File: src/rtl/led_pkg.sv
// Shared constants, FSM state type and address helper for the LED matrix scan controller.
package led_pkg;

   localparam int LED_ROWS     = 3;
   localparam int LED_COLS     = 11;
   localparam int LED_PWM_BITS = 8;

   typedef enum logic {
      BLANK = 1'b0,
      ON    = 1'b1
   } scan_state_t;

   function automatic logic [5:0] led_addr(input int row, input int col);
      return 6'(row * LED_COLS + col);
   endfunction

endpackage

File: src/rtl/led_bright_ram.sv
// Per-LED brightness storage: one synchronous write port, one full-row combinational read port.
module led_bright_ram
   import led_pkg::*;
#(
   parameter  int ROWS     = LED_ROWS,
   parameter  int COLS     = LED_COLS,
   parameter  int PWM_BITS = LED_PWM_BITS,
   localparam int ROW_W    = (ROWS > 1) ? $clog2(ROWS) : 1
) (
   input  logic                     clk,
   input  logic                     rst,
   input  logic                     wr_en,
   input  logic [5:0]               wr_addr,
   input  logic [PWM_BITS-1:0]      wr_data,
   input  logic [ROW_W-1:0]         rd_row,
   output logic [COLS*PWM_BITS-1:0] rd_data
);

   logic [PWM_BITS-1:0] mem [ROWS*COLS];

   // Full address decode: indices past the last LED match no entry and are dropped.
   always_ff @(posedge clk) begin
      if (rst) begin
         for (int i = 0; i < ROWS*COLS; i++) mem[i] <= '0;
      end else if (wr_en) begin
         for (int i = 0; i < ROWS*COLS; i++) begin
            if (wr_addr == 6'(i)) mem[i] <= wr_data;
         end
      end
   end

   always_comb begin
      rd_data = '0;
      for (int r = 0; r < ROWS; r++) begin
         if (rd_row == ROW_W'(r)) begin
            for (int c = 0; c < COLS; c++) rd_data[c*PWM_BITS +: PWM_BITS] = mem[r*COLS + c];
         end
      end
   end

endmodule

File: src/rtl/led_scan_ctrl.sv
// Row-multiplexed LED matrix scanner with per-column PWM and inter-row blanking.
//   state | meaning
//   BLANK | all outputs dark, phase_ctr counts blank cycles; row latch loaded on exit
//   ON    | one anode row driven, cathodes PWM-compared against the row latch
module led_scan_ctrl
   import led_pkg::*;
#(
   parameter int ROWS      = LED_ROWS,
   parameter int COLS      = LED_COLS,
   parameter int PWM_BITS  = LED_PWM_BITS,
   parameter int BLANK_CYC = 4
) (
   input  logic                clk,
   input  logic                rst,
   input  logic                wr_en,
   input  logic [5:0]          wr_addr,
   input  logic [PWM_BITS-1:0] wr_data,
   output logic [ROWS-1:0]     leda,
   output logic [COLS-1:0]     ledc,
   output logic                frame_start
);

   localparam int                  ROW_W      = (ROWS > 1) ? $clog2(ROWS) : 1;
   localparam logic [PWM_BITS-1:0] BLANK_LAST = PWM_BITS'(BLANK_CYC - 1);
   localparam logic [ROW_W-1:0]    ROW_LAST   = ROW_W'(ROWS - 1);
   localparam logic [ROWS-1:0]     ROW_ONE    = ROWS'(1);

   scan_state_t              state;
   logic [ROW_W-1:0]         row;
   logic [PWM_BITS-1:0]      phase_ctr;
   logic [PWM_BITS-1:0]      row_latch [COLS];
   logic [COLS*PWM_BITS-1:0] row_data;

   led_bright_ram #(
      .ROWS     (ROWS),
      .COLS     (COLS),
      .PWM_BITS (PWM_BITS)
   ) u_ram (
      .clk     (clk),
      .rst     (rst),
      .wr_en   (wr_en),
      .wr_addr (wr_addr),
      .wr_data (wr_data),
      .rd_row  (row),
      .rd_data (row_data)
   );

   always_ff @(posedge clk) begin
      if (rst) begin
         state       <= BLANK;
         row         <= '0;
         phase_ctr   <= '0;
         for (int c = 0; c < COLS; c++) row_latch[c] <= '0;
         leda        <= '0;
         ledc        <= '0;
         frame_start <= 1'b0;
      end else begin
         leda        <= '0;
         ledc        <= '0;
         frame_start <= 1'b0;
         case (state)
            BLANK: begin
               if (phase_ctr == BLANK_LAST) begin
                  state     <= ON;
                  phase_ctr <= '0;
                  // A write landing on this same edge is not seen until the row's next scan.
                  for (int c = 0; c < COLS; c++) row_latch[c] <= row_data[c*PWM_BITS +: PWM_BITS];
               end else begin
                  phase_ctr <= phase_ctr + 1'b1;
               end
            end
            ON: begin
               leda        <= ROW_ONE << row;
               frame_start <= (row == '0) && (phase_ctr == '0);
               for (int c = 0; c < COLS; c++) ledc[c] <= (phase_ctr < row_latch[c]);
               if (phase_ctr == '1) begin
                  state     <= BLANK;
                  phase_ctr <= '0;
                  row       <= (row == ROW_LAST) ? '0 : row + 1'b1;
               end else begin
                  phase_ctr <= phase_ctr + 1'b1;
               end
            end
            default: state <= BLANK;
         endcase
      end
   end

endmodule

File: config.mk
export PLATFORM = sky130hd
export DESIGN_NAME = led_scan_ctrl
export DESIGN_NICKNAME = d
export VERILOG_FILES = /design/src/rtl/led_pkg.sv /design/src/rtl/led_bright_ram.sv /design/src/rtl/led_scan_ctrl.sv
export SDC_FILE = /design/constraint.sdc
export NUM_CORES = 1
export LEC_CHECK = 0
export ABC_CLOCK_PERIOD_IN_PS = 5260
export BUFFER_PORTS_ARGS = -buffer_cell sky130_fd_sc_hd__buf_2
export CORE_UTILIZATION = 62
export DETAILED_ROUTE_END_ITERATION = 12
export PLACE_DENSITY = 0.78
export SLEW_MARGIN = 25
export SYNTH_ARGS = -nofsm -noshare
export SYNTH_HDL_FRONTEND = slang
export SYNTH_SLANG_ARGS = --single-unit
export TNS_END_PERCENT = 5
File: constraint.sdc
create_clock -name clk -period 5.26 [get_ports clk]
set_clock_uncertainty 0.2 [all_clocks]
set_input_delay 0.526 -clock clk [delete_from_list [all_inputs] [get_ports clk]]
set_output_delay 0.526 -clock clk [all_outputs]
set_load 0.1 [all_outputs]
Word level (Yosys, flattened, before mapping). Memories as Yosys holds them, arrays and structs flattened. Index checks and enable logic that the tools add are counted.

Memory bits (writable): 352. Flip-flop bits (word level): 26. Output and inout port bits: 15. Word-level logic and storage cells: 300. Memories: 2. Input port bits: 17.

$add $sub $neg: 2. Mux-type cells: 191. Equal/unequal tests: 36. Reductions and logical operators: 6. Magnitude comparators: 11. Shifts and indexed selects: 1. Bitwise operators: 45.

Memories: u_ram.mem (depth 33, width 8, read ports 33, clocked after memory_dff 0, wr ports 33, line led_bright_ram.sv:19) `logic [PWM_BITS-1:0] mem [ROWS*COLS];`; row_latch (depth 11, width 8, read ports 11, clocked after memory_dff 0, wr ports 11, line led_scan_ctrl.sv:31) `logic [PWM_BITS-1:0] row_latch [COLS];`.

Operator list (number): 8-bit two-way mux (46); 88-bit two-way mux (3); 1-bit two-way mux (139); 6-bit by 5-bit == test with 1-bit output (second input constant) (16); 8-bit less-than comparator (11); 6-bit by 4-bit == test with 1-bit output (second input constant) (8); 1-bit bitwise OR (44); 6-bit by 3-bit == test with 1-bit output (second input constant) (4); 8-bit one-hot mux with 2 select lines (1); 6-bit by 2-bit == test with 1-bit output (second input constant) (2); 8-bit by 1-bit adder with 8-bit output (second input constant) (1); 8-bit by 2-bit == test with 1-bit output (second input constant) (1); 8-bit == test (second input constant) (1); 8-bit logical NOT (1); 6-bit by 1-bit == test with 1-bit output (second input constant) (1); 6-bit == test (second input constant) (1); 6-bit logical NOT (1); 1-bit by 2-bit left shift with 3-bit output (first input constant) (1); 2-bit by 1-bit adder with 2-bit output (second input constant) (1); 2-bit by 1-bit == test with 1-bit output (second input constant) (1); 2-bit == test (second input constant) (1); 2-bit logical NOT (1); 2-bit two-way mux (1); 1-bit one-hot mux with 2 select lines (1); other kinds (4) (4).

Longest topological paths before layout. Gate-level depths: netlist of run 1.

Depth after elaboration: 6. Gate-level depth with buffers: 7.

Cells and area by module. A second synthesis of run 1 with hierarchy kept.

Cell total of the unflattened synthesis: 1192. Area, all modules: 16361.9 µm².

Modules (own cells, without submodules): led_bright_ram (times used 1, cells an instance 647, sequential area each 7927.6 µm², area each 10286.1 µm²); led_scan_ctrl (times used 1, cells an instance 545, sequential area each 3163.0 µm², area each 6075.8 µm²).

Worst setup path before layout of run 1. Ideal clock, no wire load.

Kind: reg-to-reg. Start point: register phase_ctr[3]. End point: memory row_latch[0][0] in the netlist's numbering (enable). Buffers on the path: 0. Slack: 1451 ps. Period minus slack after synthesis: 3809 ps. Setup time: 450 ps. Stages on the path, launching flop included: 5. Data arrival time: 3159 ps. Cells stage by stage: dfxtp_1 -> or4_1 -> nor3_1 -> nand3b_1 -> nand2_1.

RTL lines: from (decl) (line led_scan_ctrl.sv:30) `logic [PWM_BITS-1:0] phase_ctr;`; from (signal assigned) (line led_scan_ctrl.sv:69) `phase_ctr <= phase_ctr + 1'b1;`; from (signal assigned) (line led_scan_ctrl.sv:81) `phase_ctr <= phase_ctr + 1'b1;`; to (decl) (line led_scan_ctrl.sv:31).

==> reports/qor.log, run 1 <==
INFO  yosys          synth-seq-area-share=69.13%
INFO  yosys          postSynth.asyncResetShare=0%
INFO  global_route   grt_max_degree=90
INFO  route          post_detailed_route_wirelength_per_cell=20.40microns
INFO  timing         slew_violations=0
INFO  power          p_per_area=379.3mW/mm^2
INFO  route          dr.first_iter.drc_count=797
INFO  route          drt_drc_violations_left=0
INFO  worst_hold_path worst_min_delay_path_startpoint=rst
INFO  worst_hold_path worst_hold_path_type=in2reg
INFO  power          clock_power_share=38.1%
INFO  timing         timing.final.crit_share=59.86%
INFO  clocking       cts_root_buffer=sky130_fd_sc_hd__clkbuf_16
INFO  floorplan      fp.dieH=162.9microns
INFO  yosys          yosysWarnings=0
INFO  route          via_count=9237
INFO  global_route   grt_usage=25.20%
INFO  layout         post-route-util=70.93%
INFO  timing         final_hold_violations=0
INFO  power          leakage_component_of_the_power=6.659nW
INFO  yosys          postSynthAreaPerCell=13.55squm
INFO  timing         timing.max_slew.rel_slack=27.69%
INFO  place          globalplace.congestion=0.8226
INFO  worst_hold_path hold_path_depth=2
INFO  clocking       cts_resized=0
INFO  clocking       clk_pin_slew=60ps
INFO  yosys          netlist-cell-type-count=39
INFO  clocking       cts_max_level=2
INFO  layout         fraction_of_final_layout_cells_sized_beyond_drive_strength_1=10.67%
INFO  global_route   first_pass_grt_wire_length=49.68mm
INFO  route          detail_route.wirelength=32.37mm
INFO  timing         rsz_0062_raised_after_global_routing=false
INFO  floorplan      num_io_pins=32
INFO  setup_path     worstReg2RegStart=phase_ctr[3]
INFO  setup_path     r2r.worst_path.cells=6
INFO  layout         mostFrequentLayoutCells=sky130_fd_sc_hd__edfxtp_1 (352), sky130_fd_sc_hd__nor2_1 (192), sky130_fd_sc_hd__a21oi_1 (91)
INFO  timing         worst-slew-pin-transition=1078ps
INFO  clocking       cts_num_sinks=378
INFO  power          power.combinational.fraction=7.8%
INFO  clocking       clockBufferDepth=3
INFO  floorplan      design.core.area=0.02525sqmm
INFO  power          netSwitchingFraction=22.32%
INFO  route          route.detailed.vias_per_inst=5.820
INFO  job            maximum_capacitance_violations=0
INFO  setup_path     worstPathArrival=3290ps
INFO  yosys          synth_edf_count=352
INFO  setup_path     setup.worst_path.start_class=flop
INFO  clocking       clk-insertion-delay-late=530ps
INFO  power          finalPower=6.795mW
INFO  layout         finish.net_count=1323
INFO  floorplan      std_cell_rows=58
INFO  yosys          synth.ff_latch_count=378
INFO  setup_path     timing.setup.critical_path_class=reg2reg
INFO  timing         layout_min_cycle_time=3148ps
INFO  place          post-dp-hpwl=19.46mm
INFO  global_route   vias_in_the_first_global_route=9018
INFO  power          power.net_switching=1.516mW
INFO  route          ant_nets=0
INFO  clocking       holdBufCountCts=0
INFO  setup_path     timing.critical_path.fanout_max=31
INFO  layout         most_common_cell_after_layout_fill_and_taps_aside=sky130_fd_sc_hd__edfxtp_1
INFO  floorplan      die_w=162.9microns
INFO  power          p_seq_share=54.1%
INFO  clocking       cts_tree=built
INFO  route          drt_pass1_iterations=5
INFO  status         status=complete, no violations
INFO  global_route   grt.overflow.total=0
INFO  clocking       tritoncts.num_buffers=38
INFO  floorplan      floorplan.initialDensity=63.53%
INFO  layout         areaGrowthSynthToFinish=11.65%
INFO  yosys          synth_nets=1280
INFO  setup_path     r2r_slack=2110ps
INFO  timing         finalSetupViolCount=0
INFO  clocking       postCtsSetupBuffers=0
INFO  worst_hold_path min_delay_worst_endpoint=row[1]
INFO  place          place.port_buffers=31
INFO  timing         fin_setup_tns=0ps
INFO  place          place_inst=1516
INFO  yosys          ys_dominant_reg_cell=sky130_fd_sc_hd__edfxtp_1
INFO  layout         stdcell_count=1587
INFO  floorplan      area_of_the_die=0.02652sqmm
INFO  global_route   antenna_found_initial=1
INFO  power          cell_internal_pwr=5.279mW
INFO  setup_path     reg2reg_to=row_latch[1][4]
INFO  yosys          synth_area=0.01604sqmm
INFO  timing         achievable-frequency=317.6MHz
INFO  yosys          post_synthesis_cell_count=1184
INFO  setup_path     end_kind=flop
INFO  power          peakVddDrop=0.0002462V
INFO  setup_path     cp.required=5400ps
-- how the worst max path moves through the flow --
stage,end,from,cells past startpoint
4_1_cts,row_latch[1][4],phase_ctr[3],6
3_3_place_gp,u_ram.mem[0][13],rst,8
6_report,row_latch[1][4],phase_ctr[3],6
3_5_place_dp,u_ram.mem[0][75],rst,8
5_1_grt,row_latch[1][4],phase_ctr[2],6
2_1_floorplan,row_latch[0][0],phase_ctr[3],4
-- layer usage --
layer  wire length (microns)  GRT usage, %  part of all wire (%)
met5                       0             0                     0
met1                   14010         35.26                    43
met3                    2226         4.686                   6.9
met2                   15260         40.21                    47
met4                     878         8.156                   2.7
-- cell usage after synthesis, types with 18 or more instances --
| cell type | number | share of area, % |
|---|---|---|
| sky130_fd_sc_hd__edfxtp_1 | 352 | 66 |
| sky130_fd_sc_hd__nor2_1 | 192 | 4.5 |
| sky130_fd_sc_hd__a21oi_1 | 91 | 2.8 |
| sky130_fd_sc_hd__mux2i_1 | 89 | 5.6 |
| sky130_fd_sc_hd__inv_1 | 82 | 1.9 |
| sky130_fd_sc_hd__ha_1 | 79 | 6.2 |
| sky130_fd_sc_hd__o21ai_0 | 47 | 1.5 |
| sky130_fd_sc_hd__clkbuf_1 | 46 | 1.1 |
| sky130_fd_sc_hd__nand2_1 | 27 | 0.63 |
| sky130_fd_sc_hd__dfxtp_1 | 26 | 3.2 |
| sky130_fd_sc_hd__a21o_1 | 22 | 1.0 |
| sky130_fd_sc_hd__nand2b_1 | 18 | 0.70 |
-- through the flow --
stage | hold WS (ps) | setup WS (ps) | cell area, sq um
CTS | 194.0 | 2149 | 17870
global route | 225.3 | 1984 | 17910
finish | 213.5 | 2112 | 17910
global placement | 319.3 | 1979 | 16660
floorplan | 291.0 | 1451 | 16040
detailed placement | 319.9 | 1908 | 16670
-- sequential cells by signal (all words and copies together), names as in the netlist --
name	cells
row	2
u_ram.mem	264
state	1
leda	3
ledc	11
phase_ctr	8
row_latch	88
frame_start	1
-- power groups by stage --
stage          sequential [mW]  combinational, mW  clock [mW]
2_1_floorplan             3.76              0.313           0
3_3_place_gp              3.73              0.507           0
3_5_place_dp              3.74              0.524           0
4_1_cts                   3.68              0.531        2.61
5_1_grt                   3.70              0.587        2.72
6_report                  3.68              0.530        2.59
-- kinds of logic after synthesis --
| family | Yosys count | synth area share (%) |
|---|---|---|
| fa+ha+maj | 79 | 6.161 |
| compound gates | 193 | 7.027 |
| flops | 378 | 69.13 |
| xor+xnor | 7 | 0.3822 |
| mux | 89 | 5.553 |
| simple gates | 303 | 8.563 |
| buf+inv | 135 | 3.182 |
-- worst max-delay path, stage by stage, from the launching register on --
cell	delay, ps
sky130_fd_sc_hd__dfxtp_1	610
sky130_fd_sc_hd__or4_1	630
sky130_fd_sc_hd__nor3_1	240
sky130_fd_sc_hd__nand3b_1	270
sky130_fd_sc_hd__nand2b_2	470
sky130_fd_sc_hd__buf_4	360
sky130_fd_sc_hd__nor2_1	190
-- layout make-up --
type,instances,area [sq um]
flip-flops and latches,378,11100
fillers,1635,7342
multi-input cells,671,4532
clock buffers,51,1021
well taps,330,412.9
repair buffers,56,367.9
inverters,82,307.8
clock inverters,18,172.7
diodes,1,2.502
(Power assumes the default switching activity.)
==> run 2: changes to the inputs <==
ABC_AREA = 1   (was unset)
ABC_CLOCK_PERIOD_IN_PS = 2700   (was 5260)
CORE_UTILIZATION = 56   (was 62)
PLACE_DENSITY = 0.74   (was 0.78)
clock period = 2.7 ns   (was 5.26 ns; I/O delays follow)
==> reports/qor.log, run 2 <==
INFO  clocking       cts_max_level=2
INFO  layout         mostFrequentLayoutCells=sky130_fd_sc_hd__nand2_1 (421), sky130_fd_sc_hd__edfxtp_1 (352), sky130_fd_sc_hd__inv_1 (123)
INFO  route          detail_route.wirelength=33.91mm
INFO  route          drt_pass1_iterations=5
INFO  global_route   first_pass_grt_wire_length=52.19mm
INFO  yosys          ys_dominant_reg_cell=sky130_fd_sc_hd__edfxtp_1
INFO  layout         fraction_of_final_layout_cells_sized_beyond_drive_strength_1=9.950%
INFO  floorplan      std_cell_rows=60
INFO  timing         layout_min_cycle_time=2388ps
INFO  yosys          yosysWarnings=0
INFO  yosys          synthSimpleGateAreaFrac=13.13%
INFO  global_route   grt_usage=24.51%
INFO  floorplan      num_io_pins=32
INFO  timing         final_hold_violations=0
INFO  timing         rsz_0062_raised_after_global_routing=false
INFO  route          met2_layer_wire_length_in_the_routed_design=16.12mm
INFO  yosys          synth_compound_area_share=5.654%
INFO  power          p_seq_share=53.7%
INFO  job            maximum_capacitance_violations=0
INFO  setup_path     timing.critical_path.fanout_max=24
INFO  floorplan      area_of_the_die=0.02873sqmm
INFO  setup_path     worstReg2RegStart=phase_ctr[4]
INFO  timing         achievable-frequency=418.8MHz
INFO  timing         timing.max_slew.rel_slack=50.14%
INFO  layout         post-route-util=65.25%
INFO  place          post-dp-hpwl=19.98mm
INFO  clocking       cts_resized=0
INFO  power          peakVddDrop=0.0005337V
INFO  route          route.met3.wl=2.145mm
INFO  yosys          synthXorXnorAreaFrac=0.1115%
INFO  power          p_per_area=736.3mW/mm^2
INFO  yosys          synth_top_cell_area_share=67.28%
INFO  route          met1_length=14.72mm
INFO  yosys          netlist-cell-type-count=29
INFO  timing         slew_violations=0
INFO  setup_path     end_kind=flop
INFO  timing         fin_setup_tns=0ps
INFO  yosys          postSynthAreaPerCell=12.07squm
INFO  yosys          muxShareOfSynthArea=0%
INFO  clocking       clk-insertion-delay-late=520ps
INFO  yosys          most_used_standard_cells_in_the_synthesized_netlist=sky130_fd_sc_hd__nand2_1 (422), sky130_fd_sc_hd__edfxtp_1 (352), sky130_fd_sc_hd__inv_1 (126)
INFO  yosys          synth_top_family_by_area=simple AND/OR/NAND/NOR gates
INFO  power          clock_power_share=40.4%
INFO  place          post_dp_cell_area=0.01651sqmm
INFO  route          top_layer_used_by_detailed_routing=met4
INFO  setup_path     r2r_slack=420ps
INFO  clocking       tritoncts.num_buffers=39
INFO  place          place_inst=1689
INFO  setup_path     r2r.worst_path.cells=6
INFO  global_route   vias_in_the_first_global_route=9514
INFO  yosys          synth_top_cells_by_area=sky130_fd_sc_hd__edfxtp_1 (67%), sky130_fd_sc_hd__nand2_1 (10%), sky130_fd_sc_hd__ha_1 (6.3%)
INFO  power          netSwitchingFraction=21.53%
INFO  layout         stdcell_count=1759
INFO  yosys          synth_nets=1398
INFO  worst_hold_path min_delay_worst_endpoint=u_ram.mem[0][223]
INFO  layout         most_common_cell_after_layout_fill_and_taps_aside=sky130_fd_sc_hd__nand2_1
INFO  layout         antenna_cells_inserted=0
INFO  route          post_detailed_route_wirelength_per_cell=19.28microns
INFO  layout         finish.net_count=1455
INFO  global_route   antenna_found_initial=0
INFO  layout         number_of_flip_flops_in_the_largest_register=264
INFO  yosys          synth_area=0.01571sqmm
INFO  clocking       cts_root_buffer=sky130_fd_sc_hd__clkbuf_16
INFO  yosys          synth-seq-area-share=70.59%
INFO  setup_path     worstPathArrival=2550ps
INFO  yosys          post_synth_fa_ha_maj_area_fraction=6.291%
INFO  floorplan      fp.dieH=169.5microns
INFO  clocking       postCtsSetupBuffers=0
INFO  floorplan      design.core.area=0.02725sqmm
INFO  route          ant_nets=0
INFO  yosys          post-synth-top-count-cell=sky130_fd_sc_hd__nand2_1
INFO  global_route   grt_max_degree=90
INFO  yosys          postSynth.asyncResetShare=0%
INFO  global_route   grt.overflow.total=0
INFO  yosys          synth_edf_count=352
INFO  status         status=complete, no violations
INFO  timing         worst-slew-pin-transition=747.1ps
INFO  route          route.detailed.vias_per_inst=5.541
INFO  route          dr.first_iter.drc_count=768
INFO  clocking       clockBufferDepth=3
INFO  setup_path     timing.setup.critical_path_class=in2reg
INFO  power          power.net_switching=2.819mW
INFO  place          place.port_buffers=31
INFO  floorplan      floorplan.initialDensity=57.65%
INFO  yosys          synth_largest_area_cell=sky130_fd_sc_hd__edfxtp_1
INFO  timing         timing.final.crit_share=88.44%
INFO  route          via_count=9747
INFO  layout         reg_top3=u_ram.mem (264), row_latch (88), ledc (11)
INFO  worst_hold_path worst_hold_path_type=in2reg
INFO  timing         finalSetupViolCount=0
INFO  worst_hold_path hold_path_depth=4
INFO  power          cell_internal_pwr=10.28mW
INFO  power          power.combinational.fraction=5.9%
INFO  setup_path     cp.required=2860ps
INFO  route          drt_drc_violations_left=0
INFO  floorplan      die_w=169.5microns
INFO  layout         design_area=0.01778sqmm
INFO  layout         areaGrowthSynthToFinish=13.18%
INFO  clocking       clk_pin_slew=60ps
INFO  layout         register_with_the_highest_flop_count=u_ram.mem
INFO  power          finalPower=13.09mW
INFO  worst_hold_path worst_min_delay_path_startpoint=wr_data[7]
INFO  clocking       cts_tree=built
INFO  power          leakage_component_of_the_power=7.023nW
INFO  place          globalplace.congestion=0.8709
INFO  setup_path     reg2reg_to=row_latch[3][6]
INFO  clocking       holdBufCountCts=1
INFO  yosys          synth.ff_latch_count=378
INFO  yosys          post_synthesis_cell_count=1302
INFO  clocking       cts_num_sinks=378
INFO  setup_path     setup.worst_path.start_class=input port
-- run 2: cell count changes after synthesis, sizes merged, moves of 12 or more --
cell,delta
nand2,+397
nor4,-12
a21oi,-44
clkbuf,-13
or4,-12
inv,+46
nand2b,-18
o21ai,-33
nand4,+16
nor2,-136
a31oi,+80
mux2i,-89
a211oi,-13
a21o,-22
-- run 2: how the worst max path moves through the flow --
stage / from / endpoint / slack [ps] / cells after the start
2_1_floorplan: phase_ctr[1] / row_latch[0][0] / -40 / 5
3_3_place_gp: rst / u_ram.mem[0][149] / 430 / 12
3_5_place_dp: rst / u_ram.mem[0][102] / 380 / 13
4_1_cts: rst / u_ram.mem[0][174] / 350 / 14
5_1_grt: rst / u_ram.mem[0][26] / 150 / 14
6_report: rst / u_ram.mem[0][86] / 310 / 14
-- run 2: worst max-delay path, stage by stage --
cell	delay (ps)
sky130_fd_sc_hd__dlygate4sd3_1	530
sky130_fd_sc_hd__buf_2	160
sky130_fd_sc_hd__inv_2	90
sky130_fd_sc_hd__nand2_4	70
sky130_fd_sc_hd__nor2_4	320
sky130_fd_sc_hd__nand2_1	140
sky130_fd_sc_hd__nand2_1	90
sky130_fd_sc_hd__nor2_1	40
sky130_fd_sc_hd__nand2_1	60
sky130_fd_sc_hd__nor2_1	50
sky130_fd_sc_hd__nand3_2	150
sky130_fd_sc_hd__nand2_1	70
sky130_fd_sc_hd__inv_1	270
sky130_fd_sc_hd__buf_12	220
-- run 2: logic make-up after synthesis --
group,after synthesis
AOI/OAI and AO/OA,152
xor gates and xnor gates,2
adders and majority gates,79
buffers and inverters,171
DFF,378
and+or+nand+nor,520
-- run 2: power by group through the flow --
stage	clock [mW]	combinational [mW]	sequential (mW)
global route	5.59	0.861	7.07
global placement	0	0.739	7.14
finish	5.29	0.769	7.04
detailed placement	0	0.766	7.16
CTS	5.36	0.777	7.03
floorplan	0	0.439	7.17
-- run 2: layout make-up --
type / count / area [sq um]
Sequential cell: 378 / 11120
Fill cell: 1992 / 9469
Multi-Input combinational cell: 753 / 4000
Clock buffer: 50 / 1070
Inverter: 128 / 484.2
Tap cell: 372 / 465.4
Timing Repair Buffer: 59 / 455.4
Clock inverter: 19 / 190.2
-- run 2: stage by stage --
step / worst slack (ps) / hold slack, ps
after global placement: 430.8 / 269.5
after CTS: 354.9 / 81.81
after detailed placement: 382.2 / 279.1
after global routing: 146.3 / 124.9
final: 312.0 / 106.9
after floorplan: -40.62 / 136.3
-- run 2: metal layers --
metal | vias to the layer above | global-route usage, %
li1 | 4621 | -
met1 | 4732 | 33.51
met2 | 326 | 40.81
met3 | 68 | 3.265
met4 | 0 | 8.304
met5 | - | 0
